==> src/rtl/median_filter_stream_adapter_if.sv <==
// median_filter_stream_adapter_if: input pixel stream, output pixel stream and unit memory port of the adapter.
// Signals: s_* input stream (pix/valid/ready/last), m_* output stream (pix/valid/ready/last),
// dina/addra/wea/ena/douta the memory-mapped port of median_filter_unit ({mode, addr} addressing).
// Modports: master = adapter side, slave = pixel source/sink and unit side.
interface median_filter_stream_adapter_if #(
    parameter int DATA_W = 32,
    parameter int ADDR_W = 18,
    parameter int MODE_W = 2
);
    logic [7:0]               s_pix_i;
    logic                     s_valid_i;
    logic                     s_ready_o;
    logic                     s_last_i;
    logic [7:0]               m_pix_o;
    logic                     m_valid_o;
    logic                     m_ready_i;
    logic                     m_last_o;
    logic [DATA_W-1:0]        dina_o;
    logic [MODE_W+ADDR_W-1:0] addra_o;
    logic                     wea_o;
    logic                     ena_o;
    logic [DATA_W-1:0]        douta_i;
    modport master (
        input  s_pix_i, s_valid_i, s_last_i, m_ready_i, douta_i,
        output s_ready_o, m_pix_o, m_valid_o, m_last_o, dina_o, addra_o, wea_o, ena_o
    );
    modport slave (
        output s_pix_i, s_valid_i, s_last_i, m_ready_i, douta_i,
        input  s_ready_o, m_pix_o, m_valid_o, m_last_o, dina_o, addra_o, wea_o, ena_o
    );
endinterface

==> src/rtl/median_filter_stream_adapter.sv <==
// median_filter_stream_adapter: loads a streamed frame into median_filter_unit, configures and starts it, polls for completion and streams the filtered frame out.
// Ports: CLK clock; RST async active-low reset; start_i latches cfg_width_i/cfg_height_i in IDLE;
// busy_o high outside IDLE; done_o one-cycle pulse after the last output pixel; err_o sticky frame error;
// bus (master modport) carries the input stream, the output stream and the unit's registered memory port.
// Optional feature: define MEDIAN_ADAPTER_FRAME_CHECK_EN to reject bad frame sizes and misplaced s_last_i.
module median_filter_stream_adapter #(
    parameter int DATA_W   = 32,
    parameter int ADDR_W   = 18,
    parameter int MODE_W   = 2,
    parameter int READ_LAT = 1
) (
    input  logic        CLK,
    input  logic        RST,
    input  logic        start_i,
    input  logic [15:0] cfg_width_i,
    input  logic [15:0] cfg_height_i,
    output logic        busy_o,
    output logic        done_o,
    output logic        err_o,
    median_filter_stream_adapter_if.master bus
);
    typedef enum logic [2:0] {IDLE, LOAD, CFG_W, CFG_H, START, POLL, DRAIN, DONE} state_t;
    localparam int PW = $clog2(READ_LAT + 2) + 1;
    localparam logic [PW-1:0] POLL_GO = PW'(READ_LAT + 1);
    state_t            state;
    logic [15:0]       w, h;
    logic [ADDR_W-1:0] last, idx, rd_idx, out_idx;
    logic              rd_all;
    logic [PW-1:0]     poll_cnt;
    logic [READ_LAT:0] rd_pipe;
    logic [7:0]        fifo [4];
    logic [1:0]        wp, rp;
    logic [2:0]        occ;
    logic [31:0]       prod;
    logic              accept, push, pop, issue, hit, bad_size, bad_beat;

    assign prod   = 32'(cfg_width_i) * 32'(cfg_height_i);
    assign accept = state == LOAD && bus.s_valid_i;
    assign push   = rd_pipe[READ_LAT];
    assign pop    = bus.m_valid_o && bus.m_ready_i;
    // reads still in flight reserve FIFO space, so backpressure can never overflow it
    assign issue  = state == DRAIN && !rd_all && (32'(occ) + 32'($countones(rd_pipe)) < 32'd4);
    // the first READ_LAT+1 poll cycles carry no valid read data yet
    assign hit    = poll_cnt == POLL_GO && bus.douta_i == DATA_W'(1);
`ifdef MEDIAN_ADAPTER_FRAME_CHECK_EN
    assign bad_size = prod == 32'd0 || prod > (32'd1 << ADDR_W);
    assign bad_beat = accept && (bus.s_last_i != (idx == last));
`else
    assign bad_size = 1'b0;
    assign bad_beat = 1'b0;
`endif

    assign busy_o        = state != IDLE;
    assign done_o        = state == DONE;
    assign bus.s_ready_o = state == LOAD;
    assign bus.m_valid_o = occ != 3'd0;
    assign bus.m_pix_o   = fifo[rp];
    assign bus.m_last_o  = bus.m_valid_o && state == DRAIN && out_idx == last;

    always_ff @(posedge CLK) begin
        if (push) fifo[wp] <= bus.douta_i[7:0];
    end

    always_ff @(posedge CLK or negedge RST) begin
        if (!RST) begin
            state       <= IDLE;
            w           <= '0;
            h           <= '0;
            last        <= '0;
            idx         <= '0;
            rd_idx      <= '0;
            out_idx     <= '0;
            rd_all      <= 1'b0;
            poll_cnt    <= '0;
            rd_pipe     <= '0;
            wp          <= '0;
            rp          <= '0;
            occ         <= '0;
            err_o       <= 1'b0;
            bus.dina_o  <= '0;
            bus.addra_o <= '0;
            bus.wea_o   <= 1'b0;
            bus.ena_o   <= 1'b0;
        end else begin
            bus.wea_o <= 1'b0;
            bus.ena_o <= 1'b0;
            rd_pipe   <= (rd_pipe << 1) | (READ_LAT + 1)'(issue);
            occ       <= occ + 3'(push) - 3'(pop);
            if (push) wp <= wp + 2'd1;
            if (pop) rp <= rp + 2'd1;
            case (state)
                IDLE: if (start_i) begin
                    w        <= cfg_width_i;
                    h        <= cfg_height_i;
                    last     <= ADDR_W'(prod - 32'd1);
                    idx      <= '0;
                    rd_idx   <= '0;
                    out_idx  <= '0;
                    rd_all   <= 1'b0;
                    poll_cnt <= '0;
                    err_o    <= bad_size;
                    state    <= bad_size ? IDLE : LOAD;
                end
                LOAD: if (accept) begin
                    bus.addra_o <= {MODE_W'(0), idx};
                    bus.dina_o  <= DATA_W'(bus.s_pix_i);
                    bus.wea_o   <= 1'b1;
                    bus.ena_o   <= 1'b1;
                    idx         <= idx + 1'b1;
                    if (bad_beat) err_o <= 1'b1;
                    state <= bad_beat ? IDLE : idx == last ? CFG_W : LOAD;
                end
                CFG_W: begin
                    bus.addra_o <= {MODE_W'(2), ADDR_W'(0)};
                    bus.dina_o  <= DATA_W'(w);
                    bus.wea_o   <= 1'b1;
                    bus.ena_o   <= 1'b1;
                    state       <= CFG_H;
                end
                CFG_H: begin
                    bus.addra_o <= {MODE_W'(3), ADDR_W'(0)};
                    bus.dina_o  <= DATA_W'(h);
                    bus.wea_o   <= 1'b1;
                    bus.ena_o   <= 1'b1;
                    state       <= START;
                end
                START: begin
                    bus.addra_o <= {MODE_W'(1), ADDR_W'(0)};
                    bus.dina_o  <= DATA_W'(1);
                    bus.wea_o   <= 1'b1;
                    bus.ena_o   <= 1'b1;
                    state       <= POLL;
                end
                POLL: if (hit) begin
                    state <= DRAIN;
                end else begin
                    bus.addra_o <= {MODE_W'(1), ADDR_W'(0)};
                    bus.ena_o   <= 1'b1;
                    if (poll_cnt != POLL_GO) poll_cnt <= poll_cnt + 1'b1;
                end
                DRAIN: begin
                    if (issue) begin
                        bus.addra_o <= {MODE_W'(0), rd_idx};
                        bus.ena_o   <= 1'b1;
                        rd_idx      <= rd_idx + 1'b1;
                        if (rd_idx == last) rd_all <= 1'b1;
                    end
                    if (pop) begin
                        out_idx <= out_idx + 1'b1;
                        if (out_idx == last) state <= DONE;
                    end
                end
                DONE: state <= IDLE;
                default: state <= IDLE;
            endcase
        end
    end
endmodule

==> src/flat_wrapper.sv <==
// flat-port wrapper written by rule: the top's interface ports become plain ports
module median_filter_stream_adapter_flat 
#(
    parameter int DATA_W   = 32,
    parameter int ADDR_W   = 18,
    parameter int MODE_W   = 2,
    parameter int READ_LAT = 1
)
  (CLK, RST, start_i, cfg_width_i, cfg_height_i, busy_o, done_o, err_o, bus_s_pix_i, bus_s_valid_i, bus_s_last_i, bus_m_ready_i, bus_douta_i, bus_s_ready_o, bus_m_pix_o, bus_m_valid_o, bus_m_last_o, bus_dina_o, bus_addra_o, bus_wea_o, bus_ena_o);
  median_filter_stream_adapter_if #(.DATA_W(DATA_W), .ADDR_W(ADDR_W), .MODE_W(MODE_W)) bus_i ();
  input  logic CLK;
  input  logic RST;
  input  logic start_i;
  input  logic [15:0] cfg_width_i;
  input  logic [15:0] cfg_height_i;
  output logic busy_o;
  output logic done_o;
  output logic err_o;
  input wire logic [$bits(bus_i.s_pix_i)-1:0] bus_s_pix_i;
  input wire logic [$bits(bus_i.s_valid_i)-1:0] bus_s_valid_i;
  input wire logic [$bits(bus_i.s_last_i)-1:0] bus_s_last_i;
  input wire logic [$bits(bus_i.m_ready_i)-1:0] bus_m_ready_i;
  input wire logic [$bits(bus_i.douta_i)-1:0] bus_douta_i;
  output wire logic [$bits(bus_i.s_ready_o)-1:0] bus_s_ready_o;
  output wire logic [$bits(bus_i.m_pix_o)-1:0] bus_m_pix_o;
  output wire logic [$bits(bus_i.m_valid_o)-1:0] bus_m_valid_o;
  output wire logic [$bits(bus_i.m_last_o)-1:0] bus_m_last_o;
  output wire logic [$bits(bus_i.dina_o)-1:0] bus_dina_o;
  output wire logic [$bits(bus_i.addra_o)-1:0] bus_addra_o;
  output wire logic [$bits(bus_i.wea_o)-1:0] bus_wea_o;
  output wire logic [$bits(bus_i.ena_o)-1:0] bus_ena_o;
  assign bus_i.s_pix_i = bus_s_pix_i;
  assign bus_i.s_valid_i = bus_s_valid_i;
  assign bus_i.s_last_i = bus_s_last_i;
  assign bus_i.m_ready_i = bus_m_ready_i;
  assign bus_i.douta_i = bus_douta_i;
  assign bus_s_ready_o = bus_i.s_ready_o;
  assign bus_m_pix_o = bus_i.m_pix_o;
  assign bus_m_valid_o = bus_i.m_valid_o;
  assign bus_m_last_o = bus_i.m_last_o;
  assign bus_dina_o = bus_i.dina_o;
  assign bus_addra_o = bus_i.addra_o;
  assign bus_wea_o = bus_i.wea_o;
  assign bus_ena_o = bus_i.ena_o;
  median_filter_stream_adapter #(.DATA_W(DATA_W), .ADDR_W(ADDR_W), .MODE_W(MODE_W), .READ_LAT(READ_LAT)) u_core (.CLK(CLK), .RST(RST), .start_i(start_i), .cfg_width_i(cfg_width_i), .cfg_height_i(cfg_height_i), .busy_o(busy_o), .done_o(done_o), .err_o(err_o), .bus(bus_i));
endmodule
==> config.mk <==
export PLATFORM = sky130hd
export DESIGN_NAME = median_filter_stream_adapter_flat
export DESIGN_NICKNAME = d
export VERILOG_FILES = /design/src/rtl/median_filter_stream_adapter_if.sv /design/src/rtl/median_filter_stream_adapter.sv /design/src/flat_wrapper.sv
export SDC_FILE = /design/constraint.sdc
export NUM_CORES = 1
export LEC_CHECK = 0
export ABC_CLOCK_PERIOD_IN_PS = 7500
export CAP_MARGIN = 20
export CORE_AREA = 2 2 136 171
export CTS_BUF_LIST = sky130_fd_sc_hd__clkbuf_4
export DETAILED_ROUTE_END_ITERATION = 8
export DIE_AREA = 0 0 138 173
export PLACE_DENSITY = 0.95
export SETUP_SLACK_MARGIN = 0.2
export SYNTH_ARGS = -nofsm -noshare
export SYNTH_HDL_FRONTEND = slang
export SYNTH_SLANG_ARGS = --single-unit
==> constraint.sdc <==
create_clock -name CLK -period 7.5 [get_ports CLK]
set_input_delay 1.5 -clock CLK [delete_from_list [all_inputs] [get_ports CLK]]
set_output_delay 1.5 -clock CLK [all_outputs]
set_load 0.005 [all_outputs]
==> flow_summary_export.csv <==
group,metric,value,unit
status,outcome,"complete, no violations",
sta,hold_viol_final,0,
place,post-dp-hpwl,26200,µm
sta,rsz0062_at_grt,"false",
sta,tightestPinTransition,972,ps
pwr,power_density,336,nW/µm²
sta,slew_headroom,0.349,
floorplanning,io_pins,146,
synthesis,ys_async_sr_fraction,0.832,
setup_path,setup.worst_path.end_class,"flip-flop",
synthesis,yosysWarnings,0,
global_route,grt_max_degree,104,
setup_path,crit_start,"cfg_height_i[11]",
place,globalplace.congestion,0.962,
setup_path,r2r_slack,4420,ps
clocking,cts.path.max_buffers,2,
detailed_routing,routedWlPerCell,18.2,µm
sta,fin_crit_sh,0.881,
clocking,cts_buffers,17,
setup_path,critPathRequiredTime,8010,ps
global_route,busiest_layer,"met2",
setup_path,cp-endpoint,"u_core.last[17]$_DFFE_PN0P_",
synthesis,ys.flop_type,"dfrtp_1",
setup_path,crit_fanout,8,
clocking,cts_root_buf,"clkbuf_4",
sta,fin_ws,891,ps
global_route,track_usage,0.289,
place,place_ws,318,ps
final_layout,mostFrequentLayoutCells,"nand2_1 (278), inv_1 (162), dfrtp_1 (158)",
global_route,grt_use_met1,0.328,
setup_path,r2r-end,"u_core.rd_idx[17]$_DFFE_PN0P_",
setup_path,r2r-start,"u_core.state[2]$_DFFE_PN0P_",
synthesis,synth_area,14100,µm²
place,portBuffers,127,
clocking,path_clk_slew,170,ps
global_route,grt_pass1_vias,11600,
setup_path,worst_setup_path_start_kind,"input pin",
detailed_routing,viasPerCell,5.93,
final_layout,nNetsFinal,1844,
floorplanning,row_count,61,
clocking,htreeDepth,4,
floorplanning,die_w,138,µm
setup_path,crit_type,"in -> reg",
floorplanning,core-area,22100,µm²
final_layout,final_common_cell,"nand2_1",
floorplanning,die_h,173,µm
sta,min_period,6610,ps
final_layout,final_layout_size_suffix_gt1_frac,0.0563,
pwr,power.leakage,7.54,nW
sta,tns,0,ps
flow_run,cap_violations,0,
floorplanning,dieArea,23900,µm²
detailed_routing,drt_pass1_iterations,6,
floorplanning,initial_core_util,0.637,
final_layout,area_delta_synth_final,13.1,%
synthesis,syn_inst,1479,
clocking,cts_tree,"done",
global_route,antenna_found_initial,1,
pwr,total_power,5.36,mW
global_route,use_met3,0.0426,
setup_path,cp_data_arrival_time,7110,ps
global_route,met2_usage,0.524,
clocking,cts_hold_buf,0,
min_path,holdPathStages,0,
synthesis,ys_seq_area_frac,0.349,
detailed_routing,vias,11200,
synthesis,synth_seq_cells,190,
min_path,hp-class,"reg -> reg",
clocking,postCtsSetupBuffers,0,
synthesis,synth_cell_type_count,61,
sta,drv_slew,0,
detailed_routing,final_antenna_net_count,0,
final_layout,final_util,0.721,
global_route,grt_overflow,0,
clocking,ctsResizeCount,0,
synthesis,synth_edf_count,32,
clocking,clock_latency,590,ps
setup_path,reg2reg_depth,8,
detailed_routing,drt_iter0_markers,915,
sta,setup_viol_count_final,0,
sta,fmax,151,MHz
global_route,grt_pass1_wl,55900,µm
detailed_routing,drt-total-wl,34300,µm
pwr,vdd_drop_max,0.397,mV
detailed_routing,drc,0,
clocking,cts_sinks,190,
sta,fin_skew,24.5,ps
synthesis,syn_area_per_cell,9.53,µm²
cells by family (layout without fill, tap and decap cells):
kind of cell / after synthesis / after routing / synth area share
flops: 190 / 190 / 0.349
simple gates: 551 / 551 / 0.181
fa+ha+maj: 180 / 180 / 0.224
xor+xnor: 136 / 136 / 0.0854
mux: 29 / 29 / 0.0286
buf+inv: 250 / 354 / 0.0714
compound gates: 142 / 142 / 0.0604
other cells: 1 / 18 / 0.000266
per-layer routing:
metal | up-vias | wire [µm]
met5 | - | 0
met4 | 0 | 1790
met3 | 152 | 2220
met2 | 554 | 18300
met1 | 5523 | 12000
li1 | 4942 | -
state kept, by name, indices dropped and copies added, names as in the netlist, 2 cells and up:
signal,count
u_core.state,3
u_core.poll_cnt,3
u_core.out_idx,18
u_core.occ,3
u_core.rp,2
u_core.last,18
u_core.idx,18
u_core.h,16
u_core.fifo,32
u_core.w,16
u_core.rd_idx,18
u_core.wp,2
u_core.bus.dina_o,16
u_core.rd_pipe,2
u_core.bus.addra_o,20
metrics by stage:
| stage | cells | area [µm²] | hold slack [ps] |
|---|---|---|---|
| after floorplan | 1495 | 14200 | 360 |
| after global placement | 1849 | 15600 | 366 |
| after detailed placement | 1849 | 15600 | 395 |
| after CTS | 1881 | 15900 | 417 |
| after global routing | 1883 | 16000 | 422 |
| final | 1883 | 16000 | 416 |
power breakdown:
part | switching (mW) | internal (mW) | leakage, nW
combinational | 1.88 | 1.55 | 4.99
clock | 0.403 | 0.189 | 0.169
sequential | 0.163 | 1.17 | 2.38
total | 2.45 | 2.91 | 7.54
worst max-delay path, cell delays in order:
cell and delay [ps]:
clkdlybuf4s50_1 570, and2_1 260, fa_1 490, inv_1 50, fa_1 480, inv_1 60
fa_1 540, inv_1 80, fa_1 550, fa_1 540, fa_1 460, xor2_1 170
xnor2_1 260, xnor2_1 170, xnor2_1 150, xnor3_1 330, and4_1 220, o31ai_1 210
synthesized netlist by cell type (8+ instances only):
master    count  area (µm²)
nand2_1     278        1040
inv_1       162         608
dfrtp_1     158        3950
fa_1        121        2420
nor2_1       81         304
xnor2_1      70         613
xor2_1       65         569
and2_1       62         388
clkbuf_1     61         229
ha_1         59         738
o21ai_0      47         235
a21oi_1      45         225
edfxtp_1     32         961
nand3_1      29         145
nand4_1      19         119
a22oi_1      18         135
or3_1        18         113
buf_4        17         128
nor4_1       16         100
and3_1       13        81.3
nor3_1       13        65.1
mux2i_1      11         110
mux2_2       10         113
mux4_2        8         180
worst min path at each step:
stage / from / to / slack (ps)
after floorplan: u_core.rd_pipe[0]$_DFF_PN0_ / u_core.rd_pipe[1]$_DFF_PN0_ / 360
after global placement: u_core.rd_pipe[0]$_DFF_PN0_ / u_core.rd_pipe[1]$_DFF_PN0_ / 370
after detailed placement: u_core.rd_pipe[0]$_DFF_PN0_ / u_core.rd_pipe[1]$_DFF_PN0_ / 400
after CTS: u_core.rd_pipe[0]$_DFF_PN0_ / u_core.rd_pipe[1]$_DFF_PN0_ / 420
after global routing: u_core.rd_pipe[0]$_DFF_PN0_ / u_core.rd_pipe[1]$_DFF_PN0_ / 420
final: u_core.rd_pipe[0]$_DFF_PN0_ / u_core.rd_pipe[1]$_DFF_PN0_ / 420
cell type report:
class,instances,area [µm²]
Clock inverter,15,188
Tap cell,283,354
Sequential cell,190,4910
Fill cell,1435,6180
Multi-Input combinational cell,1055,8240
Timing Repair Buffer,158,1510
Clock buffer,17,128
Inverter,164,616
Antenna cell,1,2.50
(Power assumes the default switching activity.)
